[src/rtl/seg7_display_driver.sv]
// Signed 32-bit to decimal via sequential double-dabble, formatted onto an
// 8-digit multiplexed common-anode 7-segment display.
module seg7_display_driver #(
  parameter int unsigned REFRESH_DIV = 100000
) (
  input  logic        clk,
  input  logic        rst,
  input  logic [31:0] value,
  input  logic        load,
  output logic        busy,
  output logic [7:0]  an,
  output logic [6:0]  seg,
  output logic        dp
);

  typedef enum logic [1:0] {
    S_IDLE,
    S_CONV,
    S_FMT
  } state_t;

  localparam int unsigned CW = $clog2(REFRESH_DIV);

  localparam logic [6:0] C_BLANK = 7'h7F;
  localparam logic [6:0] C_MINUS = 7'h3F;
  localparam logic [6:0] C_E     = 7'h06;
  localparam logic [6:0] C_R     = 7'h2F;

  state_t      state_q, state_d;
  logic [31:0] mag_q, mag_d;
  logic [39:0] bcd_q, bcd_d;
  logic        sign_q, sign_d;
  logic [4:0]  cnt_q, cnt_d;
  logic        pend_q, pend_d;
  logic [31:0] pval_q, pval_d;
  logic [6:0]  buf_q [8];
  logic [6:0]  buf_d [8];
  logic [CW-1:0] scan_q, scan_d;
  logic [2:0]  idx_q, idx_d;
  logic [7:0]  an_q, an_d;
  logic [6:0]  seg_q, seg_d;

  logic        start;
  logic [31:0] start_val;
  logic [39:0] adj;
  logic [6:0]  fbuf [8];
  logic        ovf;
  logic [2:0]  ms;

  function automatic logic [6:0] dig_code(input logic [3:0] d);
    case (d)
      4'd0:    dig_code = 7'h40;
      4'd1:    dig_code = 7'h79;
      4'd2:    dig_code = 7'h24;
      4'd3:    dig_code = 7'h30;
      4'd4:    dig_code = 7'h19;
      4'd5:    dig_code = 7'h12;
      4'd6:    dig_code = 7'h02;
      4'd7:    dig_code = 7'h78;
      4'd8:    dig_code = 7'h00;
      4'd9:    dig_code = 7'h10;
      default: dig_code = C_BLANK;
    endcase
  endfunction

  always_comb begin
    for (int i = 0; i < 10; i++) begin
      adj[4*i+:4] = (bcd_q[4*i+:4] >= 4'd5) ?
                    bcd_q[4*i+:4] + 4'd3 : bcd_q[4*i+:4];
    end
  end

  // Formatting of the finished BCD result into segment codes.
  always_comb begin
    ovf = (bcd_q[39:32] != 8'd0) ||
          (sign_q && (bcd_q[31:28] != 4'd0));
    ms = 3'd0;
    for (int i = 0; i < 8; i++) begin
      if (bcd_q[4*i+:4] != 4'd0) ms = 3'(i);
    end
    for (int i = 0; i < 8; i++) begin
      if (ovf) begin
        fbuf[i] = C_BLANK;
      end else if (i <= int'(ms)) begin
        fbuf[i] = dig_code(bcd_q[4*i+:4]);
      end else if (sign_q && (i == int'(ms) + 1)) begin
        fbuf[i] = C_MINUS;
      end else begin
        fbuf[i] = C_BLANK;
      end
    end
    if (ovf) begin
      fbuf[2] = C_E;
      fbuf[1] = C_R;
      fbuf[0] = C_R;
    end
  end

  always_comb begin
    state_d   = state_q;
    mag_d     = mag_q;
    bcd_d     = bcd_q;
    sign_d    = sign_q;
    cnt_d     = cnt_q;
    pend_d    = pend_q;
    pval_d    = pval_q;
    buf_d     = buf_q;
    start     = 1'b0;
    start_val = value;
    unique case (state_q)
      S_IDLE: begin
        if (load) start = 1'b1;
      end
      S_CONV: begin
        {bcd_d, mag_d} = {adj[38:0], mag_q, 1'b0};
        cnt_d = cnt_q + 5'd1;
        if (cnt_q == 5'd31) state_d = S_FMT;
        if (load) begin
          pend_d = 1'b1;
          pval_d = value;
        end
      end
      S_FMT: begin
        buf_d   = fbuf;
        state_d = S_IDLE;
        // A load landing in this cycle is newer than anything pending.
        if (load || pend_q) begin
          start     = 1'b1;
          start_val = load ? value : pval_q;
        end
      end
      default: state_d = S_IDLE;
    endcase
    if (start) begin
      sign_d  = start_val[31];
      mag_d   = start_val[31] ? (~start_val + 32'd1) : start_val;
      bcd_d   = 40'd0;
      cnt_d   = 5'd0;
      pend_d  = 1'b0;
      state_d = S_CONV;
    end
  end

  always_comb begin
    scan_d = scan_q + 1'b1;
    idx_d  = idx_q;
    if (scan_q == CW'(REFRESH_DIV - 1)) begin
      scan_d = '0;
      idx_d  = idx_q + 3'd1;
    end
    an_d  = ~(8'b1 << idx_q);
    seg_d = buf_q[idx_q];
  end

  always_ff @(posedge clk) begin
    if (rst) begin
      state_q <= S_IDLE;
      mag_q   <= 32'd0;
      bcd_q   <= 40'd0;
      sign_q  <= 1'b0;
      cnt_q   <= 5'd0;
      pend_q  <= 1'b0;
      pval_q  <= 32'd0;
      for (int i = 0; i < 8; i++) buf_q[i] <= C_BLANK;
      scan_q  <= '0;
      idx_q   <= 3'd0;
      an_q    <= 8'hFF;
      seg_q   <= C_BLANK;
    end else begin
      state_q <= state_d;
      mag_q   <= mag_d;
      bcd_q   <= bcd_d;
      sign_q  <= sign_d;
      cnt_q   <= cnt_d;
      pend_q  <= pend_d;
      pval_q  <= pval_d;
      buf_q   <= buf_d;
      scan_q  <= scan_d;
      idx_q   <= idx_d;
      an_q    <= an_d;
      seg_q   <= seg_d;
    end
  end

  assign busy = (state_q != S_IDLE);
  assign an   = an_q;
  assign seg  = seg_q;
  assign dp   = 1'b1;

endmodule

[config.mk]
export PLATFORM = sky130hd
export DESIGN_NAME = seg7_display_driver
export DESIGN_NICKNAME = d
export VERILOG_FILES = /design/src/rtl/seg7_display_driver.sv
export SDC_FILE = /design/constraint.sdc
export NUM_CORES = 1
export LEC_CHECK = 0
export ABC_AREA = 1
export CAP_MARGIN = 20
export CORE_ASPECT_RATIO = 1.25
export CORE_MARGIN = 2
export CORE_UTILIZATION = 60
export DETAILED_ROUTE_END_ITERATION = 6
export PLACE_DENSITY = 0.84
export SYNTH_ARGS = -nofsm -noshare
export SYNTH_HDL_FRONTEND = slang
export SYNTH_SLANG_ARGS = --single-unit
[constraint.sdc]
create_clock -name clk -period 3.6 [get_ports clk]
set_clock_uncertainty 0.2 [all_clocks]
set_input_delay 0.9 -clock clk [delete_from_list [all_inputs] [get_ports clk]]
set_output_delay 0.9 -clock clk [all_outputs]
set_load 0.01 [all_outputs]
==> results.ini <==
[status]
status=finished clean

[critical_path]
crit_path_end_kind=flop
critical_path_arrival_ns=3.44
r2r-start=bcd_q[16]
cp_max_fo=4
startpoint=bcd_q[16]
cp-start-kind=flop
crit_type=flop to flop
worstPathRequired_ns=3.81

[cts]
clk_path_buf_depth=3
cts-root-buf=clkbuf_16
cts_hold_buf=0
cts_setup_buffers=0
clk_latency_ns=0.55
tritoncts=done
clock-sinks=260
cts.htree.levels=1
cts_made_buffers=27
cts_resized=0
clk_pin_slew_worst_paths_ns=0.06

[sta]
setup_ws_ns=0.373
final.min_clock_period_ns=3.23
finalHoldViolations=0
relSlewSlack_pct=33.2
tightest_slew_ns=1.00
setup-tns-final_ns=0
min_period_over_period_pct=89.6
slew_viol_final=0
final-setup-viol-count=0
fmax_mhz=310
rsz0062_at_grt=no

[logic_synthesis]
synth_xor_area_share_pct=2.24
synth_edf_count=0
dominantRegCellSynth=dfxtp_1
yosys.cell_count.top_type=nand2_1
synthArstFlopShare_pct=0
synth_compound_area_share_pct=17.5
synth.area.mux_share_pct=0
yosys.area.top_type_share_pct=38.0
synth_warnings=0
synthSimpleGateAreaFrac_pct=26.7
synthCells=1971
synth_nets=2081
ys_top_cells_by_count=nand2_1 (583), dfxtp_1 (260), inv_1 (212), o21ai_0 (153), nor2_1 (138)
synth_area_leaders=dfxtp_1 (38%), nand2_1 (16%), ha_1 (6.8%)
yosys.area.top_type=dfxtp_1
ys_ff_latch=260
synth_fa_ha_area_share_pct=6.85
synth_top_family_by_area=simple AND/OR/NAND/NOR gates
netlist_area_mm2=0.0137
yosysSeqAreaShare_pct=38.0
postSynthAreaPerCell_um2=6.95
yosysUniqueCellTypes=50

[detailed_routing]
ant_nets=0
wirelength_um=36900
drc=0
vias_per_cell=5.57
vias=13050
wl_per_cell_um=15.8
drt_iter0_markers=987
first_pass_iters=5

[global_route]
overflow=0
groute.usage.overall_pct=29.9
grt_pass1_vias=12685
grt_pass1_wl_um=60000
antenna_found_initial=0
grt_start_max_net_pins=81

[final_layout]
layout.nets=2148
synthToLayoutAreaGrowth_pct=14.7
fill_cells=1839
drive_gt1_share_pct=9.13
n_antenna_cell=0

[place]
portBuffers=50
place_ws_ns=0.0134
dp_hpwl_um=26300
place.gp.congestion=1.03

[floorplanning]
die-area_mm2=0.0241
row_count=61
die_x_um=139
coreArea_mm2=0.0224
start_util_pct=61.3
io_pins=52
fp.dieH_um=173

[pwr]
p_switching_mw=2.13
clock_power_share_pct=39.1
vdd_drop_max_uv=464
power_frac_comb_pct=17.7
seqPwrFrac_pct=43.2
p_leak_nw=7.32
p_sw_share_pct=29.0
internal-power_mw=5.21
power_density_mw_per_mm2=467

[hold_path]
worstHoldPathType=flop to flop

[flow_run]
cap_violations=0

## routing by layer
layer	vias up	wire (um)	track usage (%)	part of all wire (%)
met5	-	0	0	0
met4	0	2310	17.9	6.3
met3	132	1850	4.04	5.0
met2	418	18800	55.2	51
met1	5985	14000	32.1	38
li1	6515	-	-	-
## placed cells by master (no fill, tap or decap), drive strengths merged, types with 17 or more instances in the layout
cell type,netlist,layout
nor3,21,21
o22ai,32,32
a22oi,19,19
inv,221,222
ha,75,75
dfxtp,260,260
nor2,163,163
nor4,18,18
o21ai,181,181
o31ai,17,17
nand2,598,598
nand3,47,47
buf,29,73
xor2,23,23
a21oi,132,132
clkdlybuf4s50,0,49
clkbuf,55,37
## cell type report
| class | count | area [um^2] | share of cell area [%] |
|---|---|---|---|
| timing repair buffer | 122 | 1100 | 6.99 |
| multi-input combinational | 1406 | 7310 | 46.5 |
| clock inverter | 13 | 155 | 0.987 |
| inverter | 221 | 835 | 5.31 |
| clock buffer | 37 | 763 | 4.85 |
| sequential | 260 | 5200 | 33.1 |
| tap | 283 | 354 | 2.25 |
## per-stage QoR
step / std cells / total power [mW] / cell area [um^2] / hold slack, ns / utilization [%]
2_1_floorplan: 1971 / 4.10 / 13700 / 0.218 / -
3_3_place_gp: 2292 / 4.47 / 14800 / 0.227 / 66.2
3_5_place_dp: 2292 / 4.50 / 14800 / 0.236 / 66.2
4_1_cts: 2342 / 7.36 / 15700 / 0.249 / 70.3
5_1_grt: 2342 / 7.66 / 15700 / 0.271 / 70.3
6_report: 2342 / 7.35 / 15700 / 0.246 / 70.3
## path summary, 6_finish.rpt
check,end,depth (start not counted),slack [ns]
setup / recovery,buf_q[34],18,0.37
hold / removal,buf_q[49],2,0.25
setup reg to reg,buf_q[34],18,0.37
hold reg to reg,buf_q[49],2,0.25
## worst max-delay path: stages, from the launching register on
cell and delay [ns]:
dfxtp_1 0.32, inv_1 0.11, ha_1 0.15, inv_1 0.05
or2_2 0.28, nor2_1 0.23, nand2_1 0.16, nor2_1 0.19
nor2_1 0.08, inv_1 0.10, nand2_1 0.07, inv_1 0.07
ha_1 0.23, nor3_1 0.38, nand2_1 0.10, o22ai_1 0.17
nand2_1 0.06, o21ai_0 0.07, nand2_1 0.07
## power groups by stage
stage	combinational (mW)	clock (mW)	sequential, mW
3_3_place_gp	1.24	0	3.23
6_report	1.30	2.87	3.17
4_1_cts	1.29	2.90	3.17
3_5_place_dp	1.27	0	3.23
2_1_floorplan	0.896	0	3.20
5_1_grt	1.46	3.01	3.19
## cells by family after synthesis
logic type	after synthesis
flip-flops	260
XOR/XNOR	35
buffers and inverters	305
adder cells (fa/ha/maj)	75
AND/OR/NAND/NOR	873
AO/OA/AOI/OAI	422
other	1
No activity file was read; power rests on OpenSTA's default activity.
==> edit (same flow settings) <==
Re-encode `state_t` (3 states) as one-hot, 3 bits wide.
--- a/src/rtl/seg7_display_driver.sv
+++ b/src/rtl/seg7_display_driver.sv
@@ -15,6 +15,6 @@
 
-  typedef enum logic [1:0] {
-    S_IDLE,
-    S_CONV,
-    S_FMT
+  typedef enum logic [2:0] {
+    S_IDLE = 3'b001,
+    S_CONV = 3'b010,
+    S_FMT  = 3'b100
   } state_t;
Behaviour: no difference found for any inputs over 10 cycles, from zero or initial values and one cycle with rst high; not proved beyond that.
==> edit against the unedited design <==
Sequential cell count up 1. Fmax up 1.9%. Routed wire length down 0.60%. Design area down 2.5%. Worst setup slack better by 0.062 ns. Synthesized area down 0.77%. Critical path type unchanged. Largest cell class unchanged. Highest routed layer unchanged.
Power is not compared: it rests on default switching activity, and its combinational part moved more than twofold at a synthesized area within 25%.
==> edit: results (changes against the unedited design) <==
| Metric | Value |
|---|---|
| Wire per inst | 16.0 microns (was 15.8 microns) |
| CLK BUF | 35 (was 37) |
| Port buffer count | 50 (unchanged) |
| Most frequent cells after synthesis | 525 x nand2_1, 261 x dfxtp_1, 218 x inv_1 (was 583 x nand2_1, 260 x dfxtp_1, 212 x inv_1) |
| Repair and plain buffers | 88 (was 122) |
| FF-to-FF setup slack | 0.44 ns (was 0.37 ns) |
| Met2 wire len | 18400 microns (was 18800 microns) |
| Vias | 13100 (about the same) |
| Max stage delay on crit path | 0.66 ns (was 0.38 ns) |
| Post-DP HPWL | 26200 microns (was 26300 microns) |
| Fill count | 1866 (was 1839) |
| Count of non-CTS inverters in the layout | 224 (was 221) |
| Global placement routability congestion | 0.932 (was 1.03) |
| Clk_lat worst skew | 0.56 ns |
| Initial drt markers | 970 (was 987) |
| DP Cell Count | 2248 (was 2292) |
| Multi-input combinational area share | 46.7% (was 46.5%) |
| Number of multi-input logic gates | 1392 (was 1406) |
| Reg area | 5230 sq um (was 5200 sq um) |
| GR Layer Usage met2 | 57.3% (was 55.2%) |
| First-pass GRT wire length | 59600 microns (was 60000 microns) |
| Synth area leaders | dfxtp_1 38%, nand2_1 14%, ha_1 6.9% (was dfxtp_1 38%, nand2_1 16%, ha_1 6.8%) |
| Top cell family by delay on the critical path | compound AO/OA/AOI/OAI gates (was simple AND/OR/NAND/NOR gates) |
| Async set-reset flop share out of synthesis | 0% (unchanged) |
| Design Power | 0.00651 W |
| GRT Overall Usage | 30.2% (was 29.9%) |
| Highest Signal Layer | met4 (unchanged) |
| Yosys cell types | 45 (was 50) |
| Clock-cell share | 6.08% (was 5.84%) |
| TritonCTS buffer count | 27 (unchanged) |
| R2r startpoint | state_q[1] (was bcd_q[16]) |
| CTS max path bufs | 3 (unchanged) |
| Min-Delay Path Class | register to register (unchanged) |
| CTS HTree Levels | 1 (unchanged) |
| Actual slew at the worst max-slew pin | 0.981 ns (was 1.00 ns) |
| Layout cells sized above 1 | 5.86% (was 9.13%) |
| Crit Path Class | register to register (unchanged) |
| Syn avg cell area | 6.94 sq um (was 6.95 sq um) |
| GR met1 Demand/Resource | 30.8% (was 32.1%) |
| Seq/Total Area, Yosys | 38.4% (was 38.0%) |
| Met3 usage | 3.24% (was 4.04%) |
| Vias in the first global route | 12700 (about the same) |
| Vias per std cell | 5.70 (was 5.57) |
| Met3 wire len | 1820 microns (was 1850 microns) |
| Critical path arrival | 3.39 ns (was 3.44 ns) |
| Outcome | complete, no violations (unchanged) |
| Sink Count | 261 (was 260) |
| Pin count of the biggest net entering global routing | 67 (was 81) |
| Clock share of power | 45.3% |
| Slowest CP cell | o21ai_0 (was nor3_1) |
| DRT met1 WL | 13500 microns (was 14000 microns) |
| Non-clock buffer share of cell area | 5.31% (was 6.99%) |
| Mapped Nets | 2071 (was 2081) |
| Setup bufs post-CTS | 0 (unchanged) |
| CP max FO | 35 (was 4) |
| Final Hold Slack | 0.240 ns (was 0.246 ns) |
| Root buffer cell | clkbuf_16 (unchanged) |
[edit: changes by cell type after synthesis, sizes merged, moves of 12 or more]
cell and delta:
nand2 -69, a22oi +29, nand3 +30, o21ai +25, xnor2 -12
[edit: through the flow]
stage	area, sq um	worst slack [ns]
6_report	15300	0.435
5_1_grt	15300	0.123
4_1_cts	15300	0.440
3_5_place_dp	14400	0.261
3_3_place_gp	14400	0.350
2_1_floorplan	13600	0.647
[edit: final timing paths]
kind,to,cells past startpoint
worst max-delay path,register,8
worst min-delay path,buf_q[38],2
worst max register to register,register,8
worst min register to register,buf_q[38],2
[edit: cells by family (layout without fill, tap and decap cells)]
family | after synthesis | count (layout) | share of synthesized area, %
simple gates | 821 | 821 | 24.9
buf+inv | 308 | 361 | 9.01
flops | 261 | 261 | 38.4
compound gates | 475 | 475 | 19.4
mux | 2 | 2 | 0.147
other cells | 1 | 1 | 0.0276
fa+ha+maj | 75 | 75 | 6.90
xor+xnor | 18 | 18 | 1.16
